==> src/rtl/pw_multi_pattern_matcher.sv <==
// Multi-channel masked byte-pattern matcher for the USB front-end stream.
// Counts match events across all channels and pulses the trigger on the Nth.
module pw_multi_pattern_matcher #(
    parameter int pPATTERN_BYTES = 8,
    parameter int pNUM_PATTERNS  = 4,
    parameter int pCOUNT_WIDTH   = 16
) (
    input  logic                                    fe_clk,
    input  logic                                    reset_i,
    input  logic                                    I_arm,
    input  logic [pNUM_PATTERNS*pPATTERN_BYTES*8-1:0] I_pattern,
    input  logic [pNUM_PATTERNS*pPATTERN_BYTES*8-1:0] I_mask,
    input  logic [pNUM_PATTERNS*8-1:0]              I_pattern_bytes,
    input  logic [pCOUNT_WIDTH-1:0]                 I_match_count,
    input  logic [7:0]                              I_fe_data,
    input  logic                                    I_fe_data_valid,
    input  logic                                    I_capturing,
    output logic                                    O_match_trigger,
    output logic [2:0]                              O_match_id,
    output logic [pNUM_PATTERNS-1:0]                O_match_vec,
    output logic [pCOUNT_WIDTH-1:0]                 O_event_count,
    output logic [1:0]                              O_state
);

    localparam int W  = pPATTERN_BYTES * 8;
    localparam int HW = W - 8;
    localparam logic [7:0] LEN_MAX = 8'(pPATTERN_BYTES);

    typedef enum logic [1:0] {
        ST_IDLE  = 2'd0,
        ST_ARMED = 2'd1,
        ST_TRIG  = 2'd2
    } state_t;

    function automatic logic [7:0] sat_inc8(input logic [7:0] v);
        return (v == 8'hFF) ? v : v + 8'd1;
    endfunction

    function automatic logic [pCOUNT_WIDTH-1:0] sat_inc_cnt(input logic [pCOUNT_WIDTH-1:0] v);
        return (&v) ? v : v + pCOUNT_WIDTH'(1);
    endfunction

    function automatic logic [2:0] lowest_id(input logic [pNUM_PATTERNS-1:0] v);
        logic [2:0] id;
        id = 3'd0;
        for (int k = pNUM_PATTERNS - 1; k >= 0; k--) begin
            if (v[k]) id = k[2:0];
        end
        return id;
    endfunction

    state_t                     r_state;
    logic [7:0]                 r_data_p1;
    logic                       r_vld_p1;
    logic                       r_cap_d;
    logic [HW-1:0]              r_hist;
    logic [7:0]                 r_bytes_rx;
    logic [pCOUNT_WIDTH-1:0]    r_event_cnt;
    logic                       r_trig;
    logic [2:0]                 r_match_id;
    logic [pNUM_PATTERNS-1:0]   r_match_vec;

    logic [W-1:0]               w_window;
    logic [pNUM_PATTERNS-1:0]   w_hit_vec;
    logic                       w_accept;
    logic                       w_event;
    logic                       w_cap_fall;
    logic [pCOUNT_WIDTH-1:0]    w_cnt_inc;
    logic [pCOUNT_WIDTH-1:0]    w_target;

    // Stage 1: register the front-end byte and its qualifier
    always_ff @(posedge fe_clk) begin
        if (reset_i) begin
            r_vld_p1 <= 1'b0;
            r_cap_d  <= 1'b0;
        end else begin
            r_vld_p1 <= I_fe_data_valid;
            r_cap_d  <= I_capturing;
        end
    end

    always_ff @(posedge fe_clk) begin
        r_data_p1 <= I_fe_data;
    end

    // Byte0 of the window is the newest byte, older bytes come from history
    assign w_window = {r_hist, r_data_p1};

    genvar k;
    for (k = 0; k < pNUM_PATTERNS; k++) begin : g_ch
        logic [7:0] w_len;
        assign w_len = (I_pattern_bytes[k*8 +: 8] > LEN_MAX) ? LEN_MAX : I_pattern_bytes[k*8 +: 8];
        assign w_hit_vec[k] = ((w_window & I_mask[k*W +: W]) == (I_pattern[k*W +: W] & I_mask[k*W +: W]))
                              && (w_len != 8'd0)
                              && (({1'b0, r_bytes_rx} + 9'd1) >= {1'b0, w_len});
    end

    // A byte counts only while armed; a same-cycle disarm drops it
    assign w_accept   = r_vld_p1 && (r_state == ST_ARMED) && I_arm;
    assign w_event    = w_accept && (|w_hit_vec);
    assign w_cap_fall = r_cap_d && !I_capturing;
    assign w_cnt_inc  = sat_inc_cnt(r_event_cnt);
    assign w_target   = (I_match_count == '0) ? pCOUNT_WIDTH'(1) : I_match_count;

    // Stage 2: event counting, trigger FSM and registered outputs
    always_ff @(posedge fe_clk) begin
        if (reset_i) begin
            r_state     <= ST_IDLE;
            r_hist      <= '0;
            r_bytes_rx  <= 8'd0;
            r_event_cnt <= '0;
            r_trig      <= 1'b0;
            r_match_id  <= 3'd0;
            r_match_vec <= '0;
        end else begin
            r_trig <= 1'b0;
            case (r_state)
                ST_IDLE: begin
                    if (I_arm) r_state <= ST_ARMED;
                end
                ST_ARMED: begin
                    if (!I_arm) begin
                        r_state     <= ST_IDLE;
                        r_hist      <= '0;
                        r_bytes_rx  <= 8'd0;
                        r_event_cnt <= '0;
                    end else if (w_accept) begin
                        r_hist     <= w_window[HW-1:0];
                        r_bytes_rx <= sat_inc8(r_bytes_rx);
                        if (w_event) begin
                            r_event_cnt <= w_cnt_inc;
                            if (w_cnt_inc >= w_target) begin
                                r_trig      <= 1'b1;
                                r_match_id  <= lowest_id(w_hit_vec);
                                r_match_vec <= w_hit_vec;
                                r_state     <= ST_TRIG;
                            end
                        end
                    end
                end
                ST_TRIG: begin
                    if (!I_arm || w_cap_fall) begin
                        r_state     <= I_arm ? ST_ARMED : ST_IDLE;
                        r_hist      <= '0;
                        r_bytes_rx  <= 8'd0;
                        r_event_cnt <= '0;
                    end
                end
                default: r_state <= ST_IDLE;
            endcase
        end
    end

    assign O_match_trigger = r_trig;
    assign O_match_id      = r_match_id;
    assign O_match_vec     = r_match_vec;
    assign O_event_count   = r_event_cnt;
    assign O_state         = r_state;

endmodule
==> config.mk <==
export PLATFORM = sky130hd
export DESIGN_NAME = pw_multi_pattern_matcher
export DESIGN_NICKNAME = d
export VERILOG_FILES = /design/src/rtl/pw_multi_pattern_matcher.sv
export SDC_FILE = /design/constraint.sdc
export NUM_CORES = 1
export LEC_CHECK = 0
export ABC_AREA = 1
export ABC_CLOCK_PERIOD_IN_PS = 6850
export BUFFER_PORTS_ARGS = -buffer_cell sky130_fd_sc_hd__buf_4
export CAP_MARGIN = 20
export CELL_PAD_IN_SITES_DETAIL_PLACEMENT = 2
export CELL_PAD_IN_SITES_GLOBAL_PLACEMENT = 2
export CORE_MARGIN = 10
export CORE_UTILIZATION = 23
export DETAILED_ROUTE_END_ITERATION = 12
export GPL_ROUTABILITY_DRIVEN = 0
export HOLD_SLACK_MARGIN = 0.1
export PLACE_DENSITY = 0.95
export SETUP_SLACK_MARGIN = 0.4
export SYNTH_ARGS = -nofsm -noshare
export SYNTH_HDL_FRONTEND = slang
export SYNTH_SLANG_ARGS = --single-unit
==> constraint.sdc <==
create_clock -name fe_clk -period 6.85 [get_ports fe_clk]
set_input_delay 0.3425 -clock fe_clk [delete_from_list [all_inputs] [get_ports fe_clk]]
set_output_delay 0.3425 -clock fe_clk [all_outputs]
set_load 0.005 [all_outputs]
# Yosys cells after proc, flatten, opt, wreduce, memory -nomap -nowiden
# Cells that the tools add are included.
[totals]
register_bits = 100
inputBits = 573
out_inout_bits = 26
elab_cells = 110
[classes]
n_addsub = 3
order_cmp = 9
n_eq_ne = 13
n_mux = 33
bitwise = 12
n_reduce_logical = 30
[op_table]
columns = ["cell", "count"]
rows = [
  ["$and A64 B64 Y64", 8],
  ["$eq A64 B64 Y1", 4],
  ["$mux W56", 3],
  ["$pmux W56 S2", 1],
  ["$mux W16", 6],
  ["$mux W8", 8],
  ["$ge A9 B8 Y1", 4],
  ["$gt A8 B4 Y1 const B", 4],
  ["$pmux W16 S2", 1],
  ["$reduce_bool A8 Y1", 4],
  ["$add A16 B1 Y16 const B", 1],
  ["$ge A16 B16 Y1", 1],
  ["$logic_not A16 Y1", 1],
  ["$pmux W8 S2", 1],
  ["$reduce_and A16 Y1", 1],
  ["$mux W2", 7],
  ["$logic_and A1 B1 Y1", 12],
  ["$reduce_and A5 Y1", 2],
  ["$add A8 B1 Y9 const B", 1],
  ["$mux W3", 3],
  ["$ne A3 B3 Y1 const B", 3],
  ["$add A8 B1 Y8 const B", 1],
  ["$eq A8 B8 Y1 const B", 1],
  ["$reduce_and A4 Y1", 2],
  ["other kinds (14)", 20],
]

# Depth between registers and ports, before layout
# Gate-level depths: netlist of the first run.
[logic_depth]
word_depth = 11
mapped_depth = 23
ltp_nobuf = 23

# Least setup slack after synthesis of the first run
# Ideal clock, no wire load.
[synth_path]
path_kind = "register to register"
start = "reg r_event_cnt[1] (netlist: O_event_count[1])"
end = "reg r_state[0] (netlist: O_state[0])"
setup_ps = 113
t_arrival_ps = 2786
t_required_ps = 6737
slack_ps = 3952
stages_incl_launch_ff = 24
path_buffers = 0
synth_period_minus_slack_ps = 2898
path_cell_list = "dfxtp_1 -> ha_1 -> nand2_1 -> nor2_1 -> nand3_1 -> nor2_2 -> nand4_1 -> nor2_2 -> nor2_1 -> nand2_1 -> xnor2_1 -> ha_1 -> nand2_1 -> inv_1 -> o21ai_0 -> a21oi_1 -> nor2_1 -> nand3_1 -> o21ai_0 -> inv_1 -> nand2_1 -> nand2_1 -> nand2_1 -> nor2_1"
[synth_via]
elab_chain_len = 5
elab_cells_between_ends = 6
[synth_rtl]
columns = ["item", "line_no", "source"]
rows = [
  ["from (decl)", "58", "logic [pCOUNT_WIDTH-1:0] r_event_cnt;"],
  ["from (signal assigned)", "131", "r_event_cnt <= w_cnt_inc;"],
  ["$add A16 B1 Y16 / $reduce_and A16 Y1 (equally long branches)", "40", "return (&v) ? v : v + pCOUNT_WIDTH'(1);"],
  ["$mux W16 *", "40", ""],
  ["$ge A16 B16 Y1 *", "132", "if (w_cnt_inc >= w_target) begin"],
  ["$ne A3 B2 Y1 (no source line) *", "-", ""],
  ["$reduce_and A5 Y1 (no source line) *", "-", ""],
  ["to (signal assigned)", "143", "r_state <= I_arm ? ST_ARMED : ST_IDLE;"],
  ["to (decl)", "52", "state_t r_state;"],
]
# Mark *: on every way between the ends. The rest lies on a longest branch, timed or not.
# A chain may end at the register's enable or synchronous reset.

# Final worst setup path of the first run
[layout_path]
start = "reg r_bytes_rx[0]"
end = "reg r_event_cnt[13] (netlist: O_event_count[13])"
[layout_via]
elab_chain_len = 7
elab_cells_between_ends = 13
[layout_rtl]
columns = ["item", "line_no", "source"]
rows = [
  ["from (decl)", "57", "logic [7:0] r_bytes_rx;"],
  ["from (signal assigned)", "129", "r_bytes_rx <= sat_inc8(r_bytes_rx);"],
  ["$add A8 B1 Y9 *", "95", "&& (({1'b0, r_bytes_rx} + 9'd1) >= {1'b0, w_len});"],
  ["$ge A9 B8 Y1", "95", ""],
  ["$logic_and A1 B1 Y1", "95", ""],
  ["$reduce_or A4 Y1 *", "100", "assign w_event = w_accept && (|w_hit_vec);"],
  ["$logic_and A1 B1 Y1 *", "100", ""],
  ["$ne A3 B3 Y1 (no source line) *", "-", ""],
  ["$reduce_and A4 Y1 (no source line) *", "-", ""],
]
# Marks and branches as above.

==> results.cfg, run 1 <==
[critical_path]
r2r_slack_ns = 2.90
rr_endpoint = O_event_count[13]
crit_type = reg -> reg
rr_startpoint = r_bytes_rx[0]
worstRegToRegCells = 18
arrival_ns = 4.24
crit_path_start_kind = register
worst-endpoint-required_ns = 7.14
crit_path_end_kind = register
path_max_fanout = 34

[layout]
fin_nets = 3417
layout_common_cells = nand2_1, buf_4, nor2_1
syn_to_final_growth_pct = 47.3
multi_input_area_sq_um = 8470
final_common_cell = nand2_1
drive_above_1_share_pct = 23.1
regArea_sq_um = 1980
fin_cells = 3480
fillers = 6434

[logic_synthesis]
yosysWarnings = 0
synth.avg_cell_area_sq_um = 5.33
synth_area_leader_cell = nand2_1
ys.flop_type = dfxtp_1
synth_top_cell_area_share_pct = 23.4
syn-instance-count = 2210
synth_cell_types = 42
ys_async_sr_fraction_pct = 0
yosysSeqAreaShare_pct = 16.8
synth-edff-count = 0
synth-seq-cells = 99
synth_area_sq_um = 11800
ys_top_cells_by_area = nand2_1, dfxtp_1, nand3_1

[grt]
grt.total_usage_pct = 29.0
grt_max_degree = 74
grt_pass1_vias = 20354
grt-ovfl-total = 0
antenna_found_initial = 15
grt_first_pass_wirelength_microns = 132000

[sta]
fin_ws_ns = 2.90
fin_setup_tns_ns = 0
slew_viol_final = 0
fin_crit_ns = 3.95
relSlewSlack_pct = 33.9
worst-slew-pin-transition_ns = 0.992
clock_skew_ns = 0.0147
rsz0062_at_grt = false
hold_viol = 0
timing.fmax_ghz = 0.253
setup_viol = 0
fin_crit_sh_pct = 57.6

[drt]
avgViaCountPerCell = 5.18
drt_iter0_drc = 949
wirelength_microns = 91900
wl_per_cell_microns = 26.4
drc = 0
dr_total_vias = 18024
ant_nets = 0
first_pass_iters = 5

[floorplan]
die-area_sq_um = 60700
initial_core_util_pct = 23.4
die_width_microns = 246
io_pins = 599
die_h_microns = 246
coreArea_sq_um = 50400
std_cell_rows = 82

[hold_path]
min_path_cells = 3
hp-start = I_fe_data_valid
hold_class = in -> reg
whs_endpoint = r_vld_p1

[cts]
clk_pin_slew_ns = 0.09
numClockSinks = 99
ctsRootBufferMaster = clkbuf_16
clock_path_buffers = 2
cts_made_buffers = 9
cts_tree = built
cts_max_level = 3
clock_latency_ns = 0.40
postCtsSetupBuffers = 0

[pwr]
vdd_ir_drop_max_v = 0.000143
fin_total_pwr_uw = 4950
power_density_nw_per_um2 = 285
leakagePower_uw = 0.00934

[status]
status = completed

[flow_run]
maxCapViolations = 0

[place]
place_worst_setup_slack_ns = 2.91
io_buffer_count = 597
placed_cells = 3443
dp_hpwl_microns = 80900
[repair_timing]
item / CTS / global route
hold endpoints to repair: 8 / 0
gates resized for setup: 0 / 0
hold buffers: 8 / 0
[cell families after synthesis]
| logic type | share of synthesized area (%) |
|---|---|
| DFF | 16.8 |
| buffers and inverters | 11.8 |
| and+or+nand+nor | 53.6 |
| xor gates and xnor gates | 1.70 |
| other | 0.0638 |
| AOI/OAI and AO/OA | 10.3 |
| adders and majority gates | 5.74 |
[how the worst max path moves through the flow]
stage,from,endpoint,slack [ns],cells after the start
final,r_bytes_rx[0],O_event_count[13],2.90,18
after global routing,r_bytes_rx[0],O_event_count[13],2.55,18
after CTS,r_bytes_rx[0],O_event_count[13],2.88,18
after detailed placement,r_bytes_rx[0],O_event_count[13],2.91,18
after global placement,O_event_count[1],O_state[0],3.46,23
after floorplan,O_event_count[1],O_state[0],3.95,23
[area by class of cell]
class,count,area share (%)
Clock buffer,10,1.38
Antenna cell,13,0.188
Sequential cell,99,11.4
Timing Repair Buffer,608,26.4
Multi-Input combinational cell,1775,48.8
Clock inverter,6,0.454
Inverter,297,6.43
Tap cell,672,4.85
[metrics by stage]
stage / hold WS, ns / instance area, sq um / util [%]
2_1_floorplan: 0.370 / 11800 / -
3_3_place_gp: 0.448 / 16900 / 33.6
3_5_place_dp: 0.449 / 16900 / 33.6
4_1_cts: 0.172 / 17300 / 34.4
5_1_grt: 0.214 / 17300 / 34.4
6_report: 0.193 / 17300 / 34.4
[flip-flops by register name, indices dropped and copies added, names as in the netlist]
register,count
r_data_p1,8
r_cap_d,1
O_state,2
r_hist,56
O_match_trigger,1
O_event_count,16
O_match_id,2
r_bytes_rx,8
O_match_vec,4
r_vld_p1,1
[cell usage after synthesis (4+ instances only)]
| cell | instances |
|---|---|
| inv_1 | 286 |
| nor4_1 | 9 |
| nor3b_1 | 18 |
| nand2_1 | 735 |
| or2_0 | 6 |
| xor2_1 | 15 |
| clkbuf_1 | 28 |
| or2_1 | 35 |
| buf_6 | 6 |
| xnor2_1 | 6 |
| buf_1 | 4 |
| nor3_1 | 16 |
| nand4_1 | 41 |
| ha_1 | 54 |
| or2_2 | 6 |
| buf_2 | 15 |
| a21oi_1 | 107 |
| nand3b_1 | 22 |
| nand3_1 | 275 |
| o21ai_0 | 34 |
| nor2_1 | 300 |
| a31oi_1 | 11 |
| a211oi_1 | 49 |
| inv_2 | 11 |
| dfxtp_1 | 99 |
[critical path: stages (launching register included)]
cell and delay, ns:
dfxtp_1 0.49, ha_1 0.24, nand2_1 0.07, nor2_1 0.25
nand3_1 0.14, xor2_1 0.46, ha_1 0.36, nand2_1 0.11
nor2_1 0.06, a211oi_1 0.34, a21oi_1 0.15, nand2_1 0.18
nand2_2 0.09, o21ai_2 0.22, nand2_4 0.26, nand2_1 0.19
nand2_1 0.09, nand2_1 0.08, nor2_1 0.06
[routing by layer]
layer  track usage (%)  part of all wire (%)  vias to the layer above
li1                  -                     -                     8245
met1              31.2                    38                     8841
met2              52.6                    50                      725
met3              6.44                   6.8                      209
met4              14.4                   5.0                        4
met5                 0                 0.023                        -
[report_power, final]
group,switching [uW],internal [uW],total (uW),leakage (uW)
Combinational,1970,1010,2980,0.00837
Sequential,555,787,1340,0.000813
Clock,318,304,622,0.000158
Power figures use the tool's default switching activity.
==> inputs of run 2 (changes only) <==
--- a/config.mk
+++ b/config.mk
@@ -6,17 +6,17 @@
 export NUM_CORES = 1
 export LEC_CHECK = 0
 export ABC_AREA = 1
-export ABC_CLOCK_PERIOD_IN_PS = 6850
+export ABC_CLOCK_PERIOD_IN_PS = 4000
 export BUFFER_PORTS_ARGS = -buffer_cell sky130_fd_sc_hd__buf_4
 export CAP_MARGIN = 20
 export CELL_PAD_IN_SITES_DETAIL_PLACEMENT = 2
 export CELL_PAD_IN_SITES_GLOBAL_PLACEMENT = 2
 export CORE_MARGIN = 10
-export CORE_UTILIZATION = 23
+export CORE_UTILIZATION = 21
 export DETAILED_ROUTE_END_ITERATION = 12
 export GPL_ROUTABILITY_DRIVEN = 0
 export HOLD_SLACK_MARGIN = 0.1
-export PLACE_DENSITY = 0.95
+export PLACE_DENSITY = 0.91
 export SETUP_SLACK_MARGIN = 0.4
 export SYNTH_ARGS = -nofsm -noshare
 export SYNTH_HDL_FRONTEND = slang
==> constraint.sdc (replaced) <==
create_clock -name fe_clk -period 4 [get_ports fe_clk]
set_input_delay 0.2 -clock fe_clk [delete_from_list [all_inputs] [get_ports fe_clk]]
set_output_delay 0.2 -clock fe_clk [all_outputs]
set_load 0.005 [all_outputs]
==> run 2 against run 1 <==
Compared with the run above: cell count up 2.6%; clock power up 59%; worst hold slack better by 0.097 ns; routed wire length down 0.24%; clock-buffer cell count unchanged; total power up 72%; die area up 8.7%; combinational power up 75%; final area up 1.9%; first-iteration DRC count up 18%; via count down 1.3%; critical endpoint is now O_state[0]; largest power group unchanged; highest routed layer unchanged.
==> results.cfg, run 2 (synthesis results as in run 1) <==
[status]
status = completed

[drt]
avgViaCountPerCell = 4.99
wl_per_cell_microns = 25.7
wirelength_microns = 91700
drt_iter0_drc = 1119
ant_nets = 0
drc = 0
dr_total_vias = 17796
first_pass_iters = 5

[layout]
largest-register = r_hist
fin_nets = 3436
layout_common_cells = nand2_1, buf_4, nor2_1
drive_above_1_share_pct = 24.1
largest_reg_flops = 56
final_common_cell = nand2_1
fin_cells = 3569
fin_util_pct = 32.0
syn_to_final_growth_pct = 50.1

[grt]
grt_max_degree = 68
use_met1_pct = 28.7
use_met2_pct = 46.8
grt_first_pass_wirelength_microns = 130000
grt_use_met3_pct = 7.06
grt.total_usage_pct = 26.4
busiest_layer = met2
antenna_found_initial = 12
grt_pass1_vias = 20212
grt-ovfl-total = 0

[sta]
clock_skew_ns = 0.0171
rsz0062_at_grt = true
slew_viol_final = 0
timing.fmax_ghz = 0.287
fin_setup_tns_ns = 0
fin_crit_sh_pct = 87.1
hold_viol = 0
fin_crit_ns = 3.48
relSlewSlack_pct = 32.5
worst-slew-pin-transition_ns = 1.01
holdWs_ns = 0.290
setup_viol = 0

[critical_path]
path_cells = ha_2 > nand2_1 > nor2_2 > nand3_2 > nor2_4 > nand4_1 > nor2_4 > nor2_1 > nand2_1 > xnor2_1 > ha_1 > nand2_1 > inv_1 > o21ai_0 > a21oi_1 > nor2_1 > nand3_2 > o21ai_1 > inv_1 > nand2_1 > nand2_1 > nand2_1 > nor2_1
crit_type = reg -> reg
cp_num_buf_inv = 2
cp_common_cell = nand2_1
worst-endpoint-required_ns = 4.30
critical_path.top_delay_family = simple AND/OR/NAND/NOR gates
crit_path_end_kind = register
crit_path_start_kind = register
critPathMaxStageDelay_ns = 0.38
cp_slowest_cell = dfxtp_4
arrival_ns = 3.78
path_max_fanout = 5

[pwr]
fin_total_pwr_uw = 8510
p_comb_share_pct = 61.4
netSwitchingPower_uw = 4900
leakagePower_uw = 0.00945
power_density_nw_per_um2 = 481
p_clk_share_pct = 11.6
vdd_ir_drop_max_v = 0.000204
swShare_pct = 57.6
power.internal_uw = 3610
p_seq_share_pct = 27.0

[hold_path]
hold_class = in -> reg

[cts]
clk_pin_slew_ns = 0.09
clock_path_buffers = 2
clock_latency_ns = 0.40
cts_made_buffers = 9
cts_max_level = 3
numClockSinks = 99
ctsRootBufferMaster = clkbuf_16
cts_tree = built

[floorplan]
std_cell_rows = 86
die-area_sq_um = 65900
initial_core_util_pct = 21.3
coreArea_sq_um = 55300
die_h_microns = 257
die_width_microns = 257
io_pins = 599

[place]
dp_hpwl_microns = 79800
io_buffer_count = 597
placed_cells = 3525

[flow_run]
maxCapViolations = 0
==> run 2: path summary, 6_finish.rpt <==
path	start	to	slack [ns]	cells after the start
worst max-delay path	O_event_count[1]	O_state[0]	0.52	23
worst min-delay path	I_arm	O_state[0]	0.29	5
worst max register to register	O_event_count[1]	O_state[0]	0.52	23
worst min register to register	r_bytes_rx[3]	r_bytes_rx[3]	0.50	2
==> run 2: timing repair <==
action | in CTS | in global routing
resized for setup | 6 | 18
hold buffers | 10 | 0
pin swaps | 2 | 6
hold endpoints to repair | 10 | 0
setup endpoints to repair | 24 | 25
gates cloned | 0 | 1
setup buffers | 3 | 7
==> run 2: final cells by class <==
cell class,instances,area [sq um]
clock buffer,10,239
timing repair buffer,626,4750
tap,748,936
fill,7087,37600
multi-input combinational,1776,8570
clock inverter,6,53.8
antenna,7,17.5
sequential,99,1990
inverter,297,1120
==> run 2: power by group through the flow <==
stage | combinational, uW | sequential [uW] | clock [uW]
after floorplan | 2910 | 1770 | 0
after global placement | 4780 | 2240 | 0
after detailed placement | 5110 | 2280 | 0
after CTS | 5170 | 2270 | 1020
after global routing | 5740 | 2350 | 1050
final | 5220 | 2300 | 991
==> run 2: worst min-delay path, stage by stage <==
cell     delay, ns
buf_4         0.09
nand2_1       0.08
a21oi_1       0.14
nor2_1        0.06
nor2_1        0.09
==> run 2: metrics by stage <==
step	cell area (sq um)	worst slack (ns)
floorplan	11800	1.10
global placement	17100	0.561
detailed placement	17100	0.240
CTS	17500	0.455
global route	17700	0.231
finish	17700	0.516
==> run 2: per-layer routing <==
layer | routed length (microns) | share of wire, % | up-vias
li1 | - | - | 8263
met1 | 35400 | 39 | 8668
met2 | 45400 | 50 | 661
met3 | 6290 | 6.9 | 198
met4 | 4500 | 4.9 | 6
met5 | 47 | 0.051 | -
